<file path="src/rtl/muldiv_sequencer.sv">
// Iterative RV32M execute unit: shift-add multiplier and restoring divider that
// stalls the pipeline while busy and presents the result for exactly one cycle.
module muldiv_sequencer #(
    parameter int XLEN  = 32,
    parameter int CNT_W = $clog2(XLEN)
) (
    input  logic            clk,
    input  logic            rst,
    input  logic            StartE,
    input  logic [2:0]      funct3E,
    input  logic [XLEN-1:0] SrcAE,
    input  logic [XLEN-1:0] SrcBE,
    input  logic            FlushE,
    output logic            BusyE,
    output logic            DoneE,
    output logic [XLEN-1:0] ResultE
);

    // state   | meaning
    // IDLE    | waiting for an M op in E; captures operands on StartE & !FlushE
    // MUL     | one shift-add step per cycle on operand magnitudes
    // DIV     | one restoring step per cycle (shift, trial subtract, quotient bit)
    // SPECIAL | divide-by-zero / signed overflow, fixed result already held
    // DONE    | result valid for one cycle, StartE ignored
    typedef enum logic [2:0] {S_IDLE, S_MUL, S_DIV, S_SPECIAL, S_DONE} state_t;

    localparam logic [XLEN-1:0] MIN_NEG = {1'b1, {(XLEN-1){1'b0}}};

    state_t                r_state;
    logic [2:0]            r_op;
    logic [CNT_W-1:0]      r_cnt;
    logic [XLEN-1:0]       r_b;
    logic [2*XLEN-1:0]     r_acc;
    logic                  r_neg_q;
    logic                  r_neg_r;
    logic                  r_done;
    logic [XLEN-1:0]       r_result;

    logic                  w_start;
    logic                  w_sa;
    logic                  w_sb;
    logic                  w_neg_a;
    logic                  w_neg_b;
    logic [XLEN-1:0]       w_mag_a;
    logic [XLEN-1:0]       w_mag_b;
    logic                  w_div_zero;
    logic                  w_overflow;
    logic [XLEN-1:0]       w_special;
    logic [XLEN:0]         w_mul_sum;
    logic [2*XLEN-1:0]     w_mul_next;
    logic [2*XLEN-1:0]     w_prod_fix;
    logic [XLEN:0]         w_rem_sh;
    logic [XLEN:0]         w_diff;
    logic                  w_ge;
    logic [2*XLEN-1:0]     w_div_next;
    logic [XLEN-1:0]       w_quot;
    logic [XLEN-1:0]       w_rem;
    logic [XLEN-1:0]       w_final;

    assign w_start    = StartE & ~FlushE;
    assign w_sa       = funct3E[2] ? ~funct3E[0] : (funct3E[1:0] != 2'b11);
    assign w_sb       = funct3E[2] ? ~funct3E[0] : ~funct3E[1];
    assign w_neg_a    = w_sa & SrcAE[XLEN-1];
    assign w_neg_b    = w_sb & SrcBE[XLEN-1];
    assign w_mag_a    = w_neg_a ? -SrcAE : SrcAE;
    assign w_mag_b    = w_neg_b ? -SrcBE : SrcBE;
    assign w_div_zero = funct3E[2] & (SrcBE == '0);
    assign w_overflow = funct3E[2] & ~funct3E[0] & (SrcAE == MIN_NEG) & (SrcBE == '1);
    // Overflow quotient equals the dividend (MIN_NEG); zero-divisor remainder is the dividend.
    assign w_special  = w_overflow ? (funct3E[1] ? '0 : SrcAE)
                                   : (funct3E[1] ? SrcAE : '1);

    // acc = {partial product, remaining multiplier bits}, shifted right each step
    assign w_mul_sum  = {1'b0, r_acc[2*XLEN-1:XLEN]} + (r_acc[0] ? {1'b0, r_b} : '0);
    assign w_mul_next = {w_mul_sum, r_acc[XLEN-1:1]};
    assign w_prod_fix = r_neg_q ? -w_mul_next : w_mul_next;

    // acc = {remainder, dividend bits shifting out / quotient bits shifting in}
    assign w_rem_sh   = {r_acc[2*XLEN-1:XLEN], r_acc[XLEN-1]};
    assign w_diff     = w_rem_sh - {1'b0, r_b};
    assign w_ge       = ~w_diff[XLEN];
    assign w_div_next = {(w_ge ? w_diff[XLEN-1:0] : w_rem_sh[XLEN-1:0]),
                         r_acc[XLEN-2:0], w_ge};
    assign w_quot     = w_div_next[XLEN-1:0];
    assign w_rem      = w_div_next[2*XLEN-1:XLEN];

    always_comb begin
        w_final = '0;
        case (r_op)
            3'b000:                 w_final = w_prod_fix[XLEN-1:0];
            3'b001, 3'b010, 3'b011: w_final = w_prod_fix[2*XLEN-1:XLEN];
            3'b100, 3'b101:         w_final = r_neg_q ? -w_quot : w_quot;
            default:                w_final = r_neg_r ? -w_rem : w_rem;
        endcase
    end

    always_ff @(posedge clk) begin
        if (rst) begin
            r_state  <= S_IDLE;
            r_op     <= '0;
            r_cnt    <= '0;
            r_b      <= '0;
            r_acc    <= '0;
            r_neg_q  <= 1'b0;
            r_neg_r  <= 1'b0;
            r_done   <= 1'b0;
            r_result <= '0;
        end else begin
            case (r_state)
                S_IDLE: begin
                    r_done <= 1'b0;
                    if (w_start) begin
                        r_op    <= funct3E;
                        r_cnt   <= CNT_W'(XLEN-1);
                        r_neg_q <= w_neg_a ^ w_neg_b;
                        r_neg_r <= w_neg_a;
                        if (w_div_zero || w_overflow) begin
                            r_acc   <= {{XLEN{1'b0}}, w_special};
                            r_state <= S_SPECIAL;
                        end else if (funct3E[2]) begin
                            r_acc   <= {{XLEN{1'b0}}, w_mag_a};
                            r_b     <= w_mag_b;
                            r_state <= S_DIV;
                        end else begin
                            r_acc   <= {{XLEN{1'b0}}, w_mag_b};
                            r_b     <= w_mag_a;
                            r_state <= S_MUL;
                        end
                    end
                end
                S_MUL, S_DIV: begin
                    if (FlushE) begin
                        r_state <= S_IDLE;
                    end else begin
                        r_acc <= (r_state == S_MUL) ? w_mul_next : w_div_next;
                        if (r_cnt == '0) begin
                            r_result <= w_final;
                            r_done   <= 1'b1;
                            r_state  <= S_DONE;
                        end else begin
                            r_cnt <= r_cnt - CNT_W'(1);
                        end
                    end
                end
                S_SPECIAL: begin
                    if (FlushE) begin
                        r_state <= S_IDLE;
                    end else begin
                        r_result <= r_acc[XLEN-1:0];
                        r_done   <= 1'b1;
                        r_state  <= S_DONE;
                    end
                end
                default: begin
                    r_done  <= 1'b0;
                    r_state <= S_IDLE;
                end
            endcase
        end
    end

    // Busy covers the capture cycle so F/D/E freeze before the first iteration.
    assign BusyE   = ((r_state == S_IDLE) & w_start) |
                     (r_state == S_MUL) | (r_state == S_DIV) | (r_state == S_SPECIAL);
    assign DoneE   = r_done;
    assign ResultE = r_result;

endmodule
</file>
<file path="config.mk">
export PLATFORM = sky130hd
export DESIGN_NAME = muldiv_sequencer
export DESIGN_NICKNAME = d
export VERILOG_FILES = /design/src/rtl/muldiv_sequencer.sv
export SDC_FILE = /design/constraint.sdc
export NUM_CORES = 1
export LEC_CHECK = 0
export BUFFER_PORTS_ARGS = -buffer_cell sky130_fd_sc_hd__buf_2
export CAP_MARGIN = 30
export CELL_PAD_IN_SITES_DETAIL_PLACEMENT = 2
export CELL_PAD_IN_SITES_GLOBAL_PLACEMENT = 2
export CORE_ASPECT_RATIO = 2
export CORE_MARGIN = 5
export CORE_UTILIZATION = 38
export CTS_CLUSTER_DIAMETER = 80
export DETAILED_ROUTE_END_ITERATION = 12
export GPL_TIMING_DRIVEN = 0
export PLACE_DENSITY_LB_ADDON = 0.1
export REMOVE_ABC_BUFFERS = 1
export SKIP_LAST_GASP = 1
export SYNTH_ARGS = -nofsm -noshare
export SYNTH_HDL_FRONTEND = slang
export SYNTH_SLANG_ARGS = --single-unit
</file>
<file path="constraint.sdc">
create_clock -name clk -period 10.66 [get_ports clk]
set_input_delay 3.198 -clock clk [delete_from_list [all_inputs] [get_ports clk]]
set_output_delay 3.198 -clock clk [all_outputs]
set_load 0.01 [all_outputs]
</file>
## After elaboration in Yosys (flattened, before gate mapping)

Cells that the tools add are included.

| storage, ports and cells | value |
|---|---|
| bits in registers | 142 |
| bits of input ports | 71 |
| logic and storage cells | 107 |

| operators by class | value |
|---|---|
| $add $sub $neg | 8 |
| equality and inequality tests | 17 |
| mux-type cells | 39 |
| bitwise gates (word level) | 17 |
| reductions and logical operators | 17 |

Operator list:

| cell | number |
|---|---|
| 32-bit 2-to-1 mux | 15 |
| 64-bit 2-to-1 mux | 4 |
| 32-bit negator | 4 |
| 64-bit one-hot mux with 2 select lines | 1 |
| 32-bit one-hot mux with 3 select lines | 1 |
| 32-bit equality test, second input constant | 2 |
| 64-bit negator | 1 |
| 32-bit one-hot mux with 2 select lines | 1 |
| 32-bit by 32-bit adder with 33-bit output | 1 |
| 33-bit by 32-bit subtractor with 33-bit output | 1 |
| 32-bit logical NOT | 1 |
| 5-bit 2-to-1 mux | 3 |
| 3-bit by 2-bit equality test with 1-bit output, second input constant | 4 |
| 3-bit 2-to-1 mux | 4 |
| 2-bit inequality test, second input constant | 6 |
| 5-bit one-hot mux with 2 select lines | 1 |
| 3-bit one-hot mux with 3 select lines | 1 |
| 3-bit AND reduction | 3 |
| 1-bit bitwise AND | 8 |
| 4-bit AND reduction | 2 |
| 3-bit by 1-bit equality test with 1-bit output, second input constant | 2 |
| 3-bit equality test, second input constant | 2 |
| 3-bit logical NOT | 2 |
| 5-bit logical NOT | 1 |
| other kinds (13) | 27 |

## Longest topological paths before layout

Gate-level depths: netlist of run 1.

| depth | value |
|---|---|
| depth after elaboration | 8 |
| mapped depth | 24 |
| mapped depth without buffers | 22 |

## Least setup slack after synthesis of run 1

Ideal clock, no wire load.

| timing path | value |
|---|---|
| kind | input -> output |
| start | input FlushE |
| end | output BusyE |
| data arrival time | 3802 ps |
| slack | 3660 ps |
| stages on the path | 3 |
| buffers on the path | 0 |
| path through | nor2_1 -> nand3_1 -> o21ai_0 |

| between the ends | value |
|---|---|
| word-level cells in the longest chain between the ends | 6 |

Ends and longest elaborated chain:

| element | RTL line | source |
|---|---|---|
| start: declaration | 13 | `input logic FlushE,` |
| 1-bit inverter | 60 | `assign w_start = StartE & ~FlushE;` |
| 1-bit bitwise AND | 60 |  |
| 1-bit bitwise AND | 163 | `assign BusyE = ((r_state == S_IDLE) & w_start) \|` |
| 1-bit OR | 163 |  |
| 1-bit OR (2 in series) | 164 | `(r_state == S_MUL) \| (r_state == S_DIV) \| (r_state == S_SPECIAL);` |
| end: declaration | 14 | `output logic BusyE,` |

No other way between the ends.

## Final worst setup path of run 1

| timing path | value |
|---|---|
| start | register r_acc[31] |
| end | register r_result[22], in the netlist ResultE[22] |

| between the ends | value |
|---|---|
| word-level cells in the longest chain between the ends | 8 |
| elaborated cells between the ends (all ways) | 13 |

Ends and longest elaborated chain:

| element | RTL line | source |
|---|---|---|
| start: declaration | 33 | `logic [2*XLEN-1:0] r_acc;` |
| start signal: assignment | 118 | `r_acc <= {{XLEN{1'b0}}, w_special};` |
| start signal: assignment | 121 | `r_acc <= {{XLEN{1'b0}}, w_mag_a};` |
| start signal: assignment | 125 | `r_acc <= {{XLEN{1'b0}}, w_mag_b};` |
| 33-bit by 32-bit subtractor with 33-bit output | 80 | `assign w_diff = w_rem_sh - {1'b0, r_b};` |
| 32-bit 2-to-1 mux or 1-bit inverter (tied branches) | 82, 81 |  |
| 32-bit negator (on tied branches) | 93, 92 |  |
| 32-bit 2-to-1 mux (on tied branches) | 93, 92 |  |
| 32-bit one-hot mux with 3 select lines (*) | 89 | `case (r_op)` |
| 32-bit 2-to-1 mux (*) | 136 | `if (r_cnt == '0) begin` |
| 32-bit 2-to-1 mux (*) | 132 | `if (FlushE) begin` |
| 32-bit one-hot mux with 2 select lines (*) | 109 | `case (r_state)` |
| end signal: assignment | 137 | `r_result <= w_final;` |
| end signal: assignment | 149 | `r_result <= r_acc[XLEN-1:0];` |
| end: declaration | 37 | `logic [XLEN-1:0] r_result;` |

Every way passes the cells marked *; elsewhere a longest branch is shown, timed or not. The select of a mux whose other input is x is not followed.
A chain may end at the register's enable or synchronous reset.

==> results of run 1 <==
cell families (layout without fill, tap and decap cells):
group | count (synthesis) | count (layout)
AO/OA/AOI/OAI | 825 | 825
XOR/XNOR | 225 | 225
adder cells (fa/ha/maj) | 75 | 75
buffers and inverters | 269 | 231
flip-flops | 142 | 142
multiplexers | 30 | 30
other | 0 | 1
AND/OR/NAND/NOR | 899 | 899
cell usage in the layout (no fill, tap or decap), types with 15 or more instances in the layout:
master,synthesis,layout
o41ai_1,20,19
nand4_1,30,30
and3_1,18,18
xnor2_1,120,120
xor2_1,104,104
a21o_1,30,30
o31ai_1,42,42
mux2i_1,23,23
nor3_1,47,44
a211oi_1,61,61
a311oi_1,27,27
or4_1,18,18
o221ai_1,19,19
buf_2,6,104
nor2_1,302,299
or3_1,15,15
and2_1,18,19
a21oi_1,235,235
clkbuf_16,0,17
nand3_1,48,48
dfxtp_1,142,141
o21ai_0,172,172
nor4_1,28,27
a31oi_1,22,22
o211ai_1,45,45
ha_1,72,72
nand2_1,277,274
nand2b_1,20,20
inv_1,60,60
a221oi_1,25,25
a22oi_1,22,22
per-layer routing:
metal / up-vias / wire length [um] / global-route usage
met4: 0 / 5682 / 0.1986
met3: 248 / 2319 / 0.03265
met5: - / 0 / 0
met2: 501 / 43870 / 0.6215
li1: 8918 / - / -
met1: 9759 / 28750 / 0.3294
worst paths after layout:
kind	start	end	cells after the start
setup / recovery	r_acc[31]$_SDFFE_PP0P_	ResultE[22]$_SDFFE_PP0P_	23
hold / removal	ResultE[4]$_SDFFE_PP0P_	ResultE[4]$_SDFFE_PP0P_	2
setup reg to reg	r_acc[31]$_SDFFE_PP0P_	ResultE[22]$_SDFFE_PP0P_	23
hold reg to reg	ResultE[4]$_SDFFE_PP0P_	ResultE[4]$_SDFFE_PP0P_	2
worst max-delay path: stages (launching register included):
cell      delay, ns
dfxtp_1        0.55
inv_1          0.40
ha_1           0.30
inv_1          0.09
fa_1           0.42
a211oi_1       0.49
o21ai_1        0.32
o21ai_1        0.62
a21oi_1        0.28
o21a_1         0.48
nor2_4         0.39
buf_12         0.25
inv_2          0.37
a21oi_1        0.39
ha_1           0.34
or4b_2         0.60
nor3_1         0.15
mux2i_1        0.30
nor4_2         0.25
clkbuf_4       0.27
a21oi_1        0.10
xor2_1         0.21
a221oi_1       0.58
o41ai_1        0.16
cell type report:
cell class | count | area, sq um
fillers | 5298 | 25160
multi-input cells | 2054 | 12910
flip-flops and latches | 142 | 2844
repair buffers | 137 | 1010
well taps | 550 | 688.2
clock buffers | 20 | 446.7
inverters | 63 | 236.5
clock inverters | 11 | 214.0
diodes | 1 | 2.502
through the flow:
stage	setup TNS, ns	util	cell area [sq um]	instances	total power (W)
floorplan	0	-	15920	2259	0.001176
detailed placement	0	0.4063	17680	2944	0.001538
finish	0	0.4218	18350	2978	0.002264
global route	0	0.4218	18350	2977	0.002360
CTS	0	0.4215	18340	2975	0.002254
global placement	-9.810	0.3937	17130	2913	0.001480
sequential cells by signal, indices dropped and copies added (netlist names):
register  flops
r_b          32
r_acc        64
r_cnt         5
r_neg_r       1
r_neg_q       1
ResultE      32
r_op          3
r_state       3
DoneE         1
synth_stat cells, types with 16 or more instances:
master | number | share of area
a21oi_1 | 235 | 0.070
a221oi_1 | 25 | 0.013
a31oi_1 | 22 | 0.0082
nand3_1 | 48 | 0.014
mux2i_1 | 23 | 0.014
clkbuf_1 | 182 | 0.041
o31ai_1 | 42 | 0.019
nand2_1 | 277 | 0.062
buf_1 | 16 | 0.0036
and2_1 | 18 | 0.0067
nor3_1 | 47 | 0.014
o21ai_0 | 172 | 0.052
a21o_1 | 30 | 0.013
dfxtp_1 | 142 | 0.17
nand2b_1 | 20 | 0.0075
ha_1 | 72 | 0.054
o211ai_1 | 45 | 0.020
and3_1 | 18 | 0.0067
xor2_1 | 104 | 0.055
a311oi_1 | 27 | 0.014
o41ai_1 | 20 | 0.010
xnor2_1 | 120 | 0.063
nor2_1 | 302 | 0.068
nor4_1 | 28 | 0.010
or4_1 | 18 | 0.0081
a22oi_1 | 22 | 0.0099
inv_1 | 60 | 0.013
nand4_1 | 30 | 0.011
a211oi_1 | 61 | 0.027
o221ai_1 | 19 | 0.010
power by group through the flow:
stage                     Clock [W]  Combinational (W)  Sequential, W
after floorplan                   0           0.000579       0.000597
after global placement            0           0.000866       0.000614
after detailed placement          0           0.000925       0.000613
after CTS                  0.000713           0.000939       0.000602
after global routing       0.000735            0.00102       0.000606
final                      0.000705           0.000955       0.000604
==> impl_metrics.py, run 1 <==
metrics = {
    "sta": {
        "final_hold_viol_count": 0,
        "post-route-min-period_ns": 8.528,
        "fin_crit_sh": 0.8000,
        "setup_slack_ns": 2.132,
        "tightest_slew_ns": 0.9955,
        "rsz0062_at_grt": "no",
        "setup_viol": 0,
        "finalClockSkew_ns": 0.01397,
        "fmax_mhz": 117.3,
        "hold_ws_ns": 0.4575,
        "slew_viol_final": 0,
        "timing.slew.headroom": 0.3343,
    },
    "logic_synthesis": {
        "synth_edf_count": 0,
        "async_flop_share": 0,
        "avgSynthCellArea_sq_um": 6.779,
        "synth_top_family_by_area": "compound AO/OA/AOI/OAI gates",
        "synthMuxAreaShare": 0.01849,
        "synth_compound_area_frac": 0.3222,
        "ys_ff_latch": 142,
        "synthCells": 2465,
        "synthAdderAreaFrac": 0.05691,
        "synthFlopType": "dfxtp_1",
        "synthesis.area_sq_um": 16710,
        "synth-simple-area-share": 0.2525,
        "yosysWarnings": 0,
        "synth.distinct_cells": 84,
        "ys_seq_area_frac": 0.1701,
        "synthXorXnorAreaFrac": 0.1184,
    },
    "floorplanning": {
        "ios": 105,
        "rows": 108,
        "die_area_sq_um": 48520,
        "core-area_sq_um": 43510,
        "die_h_um": 306.6,
        "initial_core_util": 0.3840,
        "fp.dieW_um": 158.3,
    },
    "status": {
        "outcome": "completed",
    },
    "grt": {
        "overflow": 0,
        "grt_pass1_vias": 21490,
        "track_usage": 0.3257,
        "antenna_found_initial": 1,
        "grt_max_degree": 109,
        "grt_pass1_wl_um": 122900,
    },
    "power": {
        "power_density_nw_per_um2": 123.4,
        "clkPwrFrac": 0.312,
        "p_switching_w": 0.0009467,
        "p_leak_nw": 6.992,
        "ir_drop_uv": 125.1,
        "p_int_w": 0.001317,
        "sw_frac_of_total": 0.4181,
        "pwr-share-seq": 0.267,
        "combPwrFrac": 0.422,
    },
    "clocking": {
        "root_buffer": "clkbuf_16",
        "clock_sinks": 142,
        "clkTransAtPathRegs_ns": 0.06,
        "insertion_delay_ns": 0.47,
        "cts_tree": "yes",
        "cts_hold_buf": 0,
        "htree_levels": 4,
        "postCtsSetupRepairBufs": 0,
        "cts-buffers-inserted": 17,
        "clk_path_buf_depth": 2,
        "cts-resized-gates": 0,
    },
    "cells_and_area": {
        "area_growth_pct": 9.839,
        "drive_gt1_frac": 0.09023,
        "nets": 2560,
    },
    "placed_design": {
        "port_buffers": 104,
        "gp_congestion": 0.9233,
        "hpwl_um": 64600,
        "place_ws_ns": 1.940,
    },
    "drt": {
        "drtPass1Iterations": 5,
        "wl_per_cell_um": 27.07,
        "drtIter0Drc": 934,
        "remaining_drc_errors": 0,
        "routed_via_density": 6.523,
        "antenna_left": 0,
        "drt-total-wl_um": 80620,
        "vias": 19430,
    },
    "critical_path": {
        "cp-end-kind": "register",
        "r2r_setup_slack_ns": 2.13,
        "worstSetupPathType": "register to register",
        "worstPathRequired_ns": 10.97,
        "worstSetupStartpointType": "register",
        "crit_fanout": 43,
        "crit_arrival_ns": 8.84,
    },
    "worst_hold_path": {
        "hp-class": "register to register",
    },
    "flow_run": {
        "cap_violations": 0,
    },
}
(Power assumes the default switching activity.)
==> run 2: changes to the inputs <==
Settings changed: ABC_AREA from default to 1, CORE_UTILIZATION 38 to 29.
Clock period 10.66 ns to 7 ns, I/O delays scaled along.
==> run 2 against run 1 <==
  * Non-clock buffer count shrank 4
  * Clock skew up 0.0033 ns
  * Synthesized cell count up 40%
  * Die area increased by 44%
  * Worst setup slack got worse by 1.8 ns
  * Cell count rose by 44%
  * Sequential power grew 58%
  * Largest cell class unchanged
  * Critical path type is now input port to register
  * Hold slack better by 0.011 ns
==> impl_metrics.py, run 2 <==
metrics = {
    "status": {
        "outcome": "completed",
    },
    "floorplanning": {
        "rows": 131,
        "ios": 105,
        "fp.dieW_um": 189.5,
        "die_h_um": 369.0,
        "core-area_sq_um": 63920,
        "die_area_sq_um": 69920,
        "initial_core_util": 0.2923,
    },
    "logic_synthesis": {
        "avgSynthCellArea_sq_um": 5.420,
        "yosys-top-cells-area": "nand2_1, dfxtp_1, inv_1",
        "synthFlopType": "dfxtp_1",
        "synthMuxAreaShare": 0,
        "ys_ff_latch": 142,
        "synth-simple-area-share": 0.4179,
        "synthXorXnorAreaFrac": 0.03736,
        "synth_edf_count": 0,
        "synth_area_leader_cell": "nand2_1",
        "async_flop_share": 0,
        "synth_top_area_share": 0.2077,
        "synthesis.area_sq_um": 18690,
        "ys_seq_area_frac": 0.1521,
        "synthAdderAreaFrac": 0.05035,
        "synthCells": 3448,
        "synth_top_family_by_area": "simple AND/OR/NAND/NOR gates",
        "synth.distinct_cells": 67,
        "synth_common_cells": "nand2_1, inv_1, nor2_1, a21oi_1, o21ai_0",
        "yosysWarnings": 0,
        "synth_compound_area_frac": 0.2162,
        "yosysMostFrequentCell": "nand2_1",
    },
    "cells_and_area": {
        "final_common_cell": "nand2_1",
        "nets": 3612,
        "top_register": "r_acc",
        "area_growth_pct": 11.17,
        "drive_gt1_frac": 0.08623,
        "design_area_sq_um": 20770,
        "final_cell_mix": "nand2_1, inv_1, nor2_1",
        "largest_reg_flops": 64,
        "num-fill-cells": 8417,
        "fin_util": 0.3250,
    },
    "power": {
        "sw_frac_of_total": 0.5122,
        "power_density_nw_per_um2": 191.2,
        "p_switching_w": 0.002034,
        "ir_drop_uv": 202.5,
        "p_int_w": 0.001938,
        "pwr-share-seq": 0.240,
        "p_leak_nw": 10.46,
        "clkPwrFrac": 0.243,
        "combPwrFrac": 0.516,
        "p_total_w": 0.003972,
    },
    "critical_path": {
        "worstSetupPathType": "input port to register",
        "worstPathRequired_ns": 7.41,
        "ff2ff_path_depth": 25,
        "crit_fanout": 44,
        "crit_arrival_ns": 7.08,
        "cp-end-kind": "register",
        "worstSetupStartpointType": "input port",
    },
    "grt": {
        "grt_max_degree": 68,
        "track_usage": 0.3269,
        "grt_pass1_wl_um": 169300,
        "grt_pass1_vias": 26710,
        "antenna_found_initial": 1,
        "overflow": 0,
    },
    "sta": {
        "tightest_slew_ns": 1.003,
        "fin_crit_sh": 0.9524,
        "timing.slew.headroom": 0.3311,
        "final_hold_viol_count": 0,
        "finalClockSkew_ns": 0.01727,
        "setup_slack_ns": 0.3335,
        "setup_viol": 0,
        "slew_viol_final": 0,
        "post-route-min-period_ns": 6.667,
        "fmax_mhz": 150.0,
        "rsz0062_at_grt": "no",
    },
    "drt": {
        "drtPass1Iterations": 5,
        "routed_via_density": 5.622,
        "vias": 24050,
        "antenna_left": 0,
        "wl_per_cell_um": 27.43,
        "remaining_drc_errors": 0,
        "drt-total-wl_um": 117400,
        "drtIter0Drc": 1080,
    },
    "placed_design": {
        "place_ws_ns": -0.1127,
        "port_buffers": 104,
        "gp_congestion": 1.001,
        "hpwl_um": 100600,
        "place_area_sq_um": 20190,
    },
    "clocking": {
        "clk_path_buf_depth": 2,
        "cts-buffers-inserted": 17,
        "clock_sinks": 142,
        "insertion_delay_ns": 0.49,
        "htree_levels": 4,
        "postCtsSetupRepairBufs": 0,
        "cts_hold_buf": 0,
        "cts-resized-gates": 0,
        "cts_tree": "yes",
        "root_buffer": "clkbuf_16",
        "clkTransAtPathRegs_ns": 0.07,
    },
    "worst_hold_path": {
        "min_delay_path_depth": 2,
        "hp-class": "register to register",
    },
    "flow_run": {
        "cap_violations": 0,
    },
}
run 2: cell count changes after synthesis, moves of 29 or more:
cell / previous run / this run
xor2_1: 104 / 55
xnor2_1: 120 / 21
nor2_1: 302 / 370
nand3_1: 48 / 213
o21ai_0: 172 / 245
o31ai_1: 42 / 2
nand2_2: 0 / 29
clkbuf_1: 182 / 103
a211oi_1: 61 / 2
inv_1: 60 / 457
nand2_1: 277 / 1034
a21oi_1: 235 / 288
run 2: kinds of logic after synthesis:
kind of cell               count (synthesis)
and+or+nand+nor                         1832
AOI/OAI and AO/OA                        713
buffers and inverters                    609
DFF                                      142
xor gates and xnor gates                  78
adders and majority gates                 74
run 2: path summary, 6_finish.rpt:
check                            endpoint               startpoint  slack (ns)
setup reg to reg  ResultE[8]$_SDFFE_PP0P_   r_acc[31]$_SDFFE_PP0P_        1.72
hold reg to reg   ResultE[0]$_SDFFE_PP0P_  ResultE[0]$_SDFFE_PP0P_        0.47
hold / removal    ResultE[0]$_SDFFE_PP0P_  ResultE[0]$_SDFFE_PP0P_        0.47
setup / recovery      r_b[8]$_SDFFE_PP0P_                 SrcBE[0]        0.33
run 2: per-stage QoR:
stage | cells | TNS [ns] | hold slack [ns]
final | 4278 | 0 | 0.4687
after global routing | 4277 | 0 | 0.4840
after CTS | 4277 | 0 | 0.4680
after detailed placement | 4246 | -0.3363 | 0.4567
after global placement | 4217 | -303.04 | 0.4518
after floorplan | 3315 | -5.590 | 0.4360
run 2: layer usage:
metal / part of all wire / wire length [um] / track usage / up-vias
li1: - / - / - / 11220
met1: 0.32 / 37440 / 0.2768 / 11850
met2: 0.53 / 61770 / 0.6222 / 593
met3: 0.027 / 3214 / 0.04220 / 380
met4: 0.13 / 14930 / 0.3351 / 2
met5: 0.000094 / 11 / 0 / -
run 2: layout make-up:
type | count | area, sq um | area share
well taps | 798 | 998.5 | 0.04806
clock inverters | 14 | 158.9 | 0.007649
diodes | 1 | 2.502 | 0.0001205
repair buffers | 133 | 1011 | 0.04867
clock buffers | 17 | 425.4 | 0.02048
inverters | 476 | 1788 | 0.08607
multi-input cells | 2697 | 13540 | 0.6519
flip-flops and latches | 142 | 2846 | 0.1370
run 2: worst max-delay path: stages:
cell and delay, ns:
buf_2 0.12, inv_2 0.09, ha_1 0.15, inv_1 0.05, nor3_1 0.26, nand2_1 0.14
nor3_1 0.35, nand3_1 0.33, nor4_2 0.57, nand3_1 0.49, nand2_1 0.58, buf_16 0.24
nor2_2 0.10, inv_2 0.70, o21ai_0 0.48, a21oi_1 0.22
run 2: power groups by stage:
stage / clock (W) / sequential, W / combinational [W]
finish: 0.000966 / 0.000955 / 0.00205
global route: 0.00101 / 0.000958 / 0.00222
CTS: 0.000990 / 0.000952 / 0.00204
detailed placement: 0 / 0.000970 / 0.00203
global placement: 0 / 0.000976 / 0.00193
floorplan: 0 / 0.000924 / 0.00124
==> run 3: changes to the inputs <==
Settings changed: CORE_UTILIZATION 29 to 35.
Clock period 7 ns to 8.08 ns, I/O delays scaled along.
==> run 3 against run 2 <==
  * Sequential power fell by 14%
  * Cell count is 3.0% lower
  * Power shrank 12%
  * Global-route usage is 4.8 points higher
  * Die area is 16% lower
  * Non-clock buffer count grew 2
  * Utilization is 6.6 points higher
  * First-iteration DRC count grew 13%
==> impl_metrics.py, run 3 (synthesis gave the netlist of run 2 again) <==
metrics = {
    "clocking": {
        "clkTransAtPathRegs_ns": 0.07,
        "postCtsSetupRepairBufs": 0,
        "insertion_delay_ns": 0.48,
        "cts-resized-gates": 0,
        "htree_levels": 4,
        "clk_path_buf_depth": 2,
        "cts-buffers-inserted": 17,
        "root_buffer": "clkbuf_16",
        "clock_sinks": 142,
        "cts_hold_buf": 0,
        "cts_tree": "yes",
    },
    "critical_path": {
        "crit_fanout": 42,
        "critPathSlowestCell": "nor4_2",
        "worstPathCellList": "buf_2 -> inv_2 -> ha_1 -> inv_1 -> nor3_1 -> nand2_1 -> nor3_1 -> nand3_1 -> nor4_2 -> nand3_1 -> nand2_1 -> buf_16 -> nor2_2 -> inv_2 -> buf_12 -> a21oi_1 -> a221oi_1",
        "cp-end-kind": "register",
        "worstSetupPathType": "input port to register",
        "worstPathRequired_ns": 8.41,
        "worstSetupStartpointType": "input port",
        "critPathMaxStageDelay_ns": 0.57,
        "timing.rr.start": "r_acc[31]$_SDFFE_PP0P_",
        "startpoint": "SrcBE[0]",
        "crit_arrival_ns": 6.70,
    },
    "drt": {
        "routed.top_layer": "met4",
        "remaining_drc_errors": 0,
        "antenna_left": 0,
        "met2_length_um": 59820,
        "met1Wirelength_um": 34740,
        "vias": 24650,
        "routed_via_density": 5.944,
        "drtPass1Iterations": 5,
        "drt-total-wl_um": 113100,
        "drtIter0Drc": 1221,
        "wl_met3_um": 4042,
        "wl_per_cell_um": 27.26,
    },
    "sta": {
        "tightest_slew_ns": 1.090,
        "final_hold_viol_count": 0,
        "timing.slew.headroom": 0.2733,
        "fmax_mhz": 157.0,
        "rsz0062_at_grt": "no",
        "setup_slack_ns": 1.712,
        "post-route-min-period_ns": 6.368,
        "setup_viol": 0,
        "finalClockSkew_ns": 0.01647,
        "slew_viol_final": 0,
        "fin_crit_sh": 0.7882,
    },
    "floorplanning": {
        "die_h_um": 336.8,
        "fp.dieW_um": 173.4,
        "ios": 105,
        "die_area_sq_um": 58390,
        "initial_core_util": 0.3535,
        "rows": 119,
        "core-area_sq_um": 52860,
    },
    "power": {
        "power_density_nw_per_um2": 168.6,
        "p_switching_w": 0.001781,
        "combPwrFrac": 0.519,
        "p_total_w": 0.003486,
        "sw_frac_of_total": 0.5109,
        "clkPwrFrac": 0.245,
        "p_int_w": 0.001705,
        "p_leak_nw": 10.50,
        "ir_drop_uv": 166.5,
        "pwr-share-seq": 0.237,
    },
    "worst_hold_path": {
        "hp-class": "register to register",
        "min_from": "ResultE[5]$_SDFFE_PP0P_",
    },
    "cells_and_area": {
        "final_cell_mix": "nand2_1, inv_1, nor2_1",
        "design_area_sq_um": 20670,
        "final_common_cell": "nand2_1",
        "nets": 3614,
        "drive_gt1_frac": 0.08702,
        "largest_reg_flops": 64,
        "area_growth_pct": 10.61,
        "top_register": "r_acc",
    },
    "placed_design": {
        "hpwl_um": 94860,
        "port_buffers": 104,
        "gp_congestion": 1.083,
        "place_area_sq_um": 20030,
        "place_ws_ns": 0.7963,
    },
    "grt": {
        "grt_pass1_wl_um": 165500,
        "track_usage": 0.3748,
        "grt_max_degree": 60,
        "overflow": 0,
        "antenna_found_initial": 1,
        "grt_pass1_vias": 27630,
    },
    "flow_run": {
        "cap_violations": 0,
    },
    "status": {
        "outcome": "completed",
    },
}
[run 3: changes by cell type in the layout (fill, tap and decap cells not counted), sizes merged]
cell	before	now
inv	478	475
clkbuf	17	20
buf	133	135
clkinv	6	7
[run 3: worst paths after layout]
path | end | slack [ns] | depth (start not counted)
worst max-delay path | r_b[24]$_SDFFE_PP0P_ | 1.71 | 17
worst max register to register | ResultE[8]$_SDFFE_PP0P_ | 2.13 | 25
worst min register to register | ResultE[5]$_SDFFE_PP0P_ | 0.47 | 2
worst min-delay path | ResultE[5]$_SDFFE_PP0P_ | 0.47 | 2
[run 3: layout make-up]
| type | instances | area, sq um |
|---|---|---|
| tap | 665 | 832.0 |
| timing repair buffer | 135 | 1061 |
| clock buffer | 20 | 466.7 |
| fill | 7024 | 32190 |
| inverter | 476 | 1788 |
| multi-input combinational | 2697 | 13540 |
| sequential | 142 | 2846 |
| antenna | 1 | 2.502 |
| clock inverter | 12 | 135.1 |
[run 3: power by group through the flow]
| stage | logic (W) | registers [W] | clock network (W) |
|---|---|---|---|
| final | 0.00181 | 0.000825 | 0.000853 |
| after detailed placement | 0.00174 | 0.000835 | 0 |
| after global placement | 0.00163 | 0.000835 | 0 |
| after global routing | 0.00193 | 0.000828 | 0.000886 |
| after CTS | 0.00177 | 0.000820 | 0.000862 |
| after floorplan | 0.00108 | 0.000800 | 0 |
[run 3: critical path: cells and delay by family]
kind / cells / cell delay [ns]
AOI/OAI and AO/OA: 2 / 0.53
buffers and inverters: 6 / 0.87
adders and majority gates: 1 / 0.15
and+or+nand+nor: 8 / 2.67
[run 3: per-layer routing]
metal  track usage  vias to the layer above
met5             0                        -
met3       0.05340                      485
li1              -                    11220
met1        0.3048                    12190
met2        0.7249                      754
met4        0.4014                        0
[run 3: metrics by stage]
stage                     instances  hold slack (ns)  setup TNS, ns    util
after detailed placement       4113           0.4607              0  0.3790
after CTS                      4145           0.4708              0  0.3904
final                          4148           0.4650              0  0.3911
after global routing           4147           0.4926              0  0.3910
after global placement         4084           0.4513        -200.43  0.3684
after floorplan                3315           0.4360              0       -
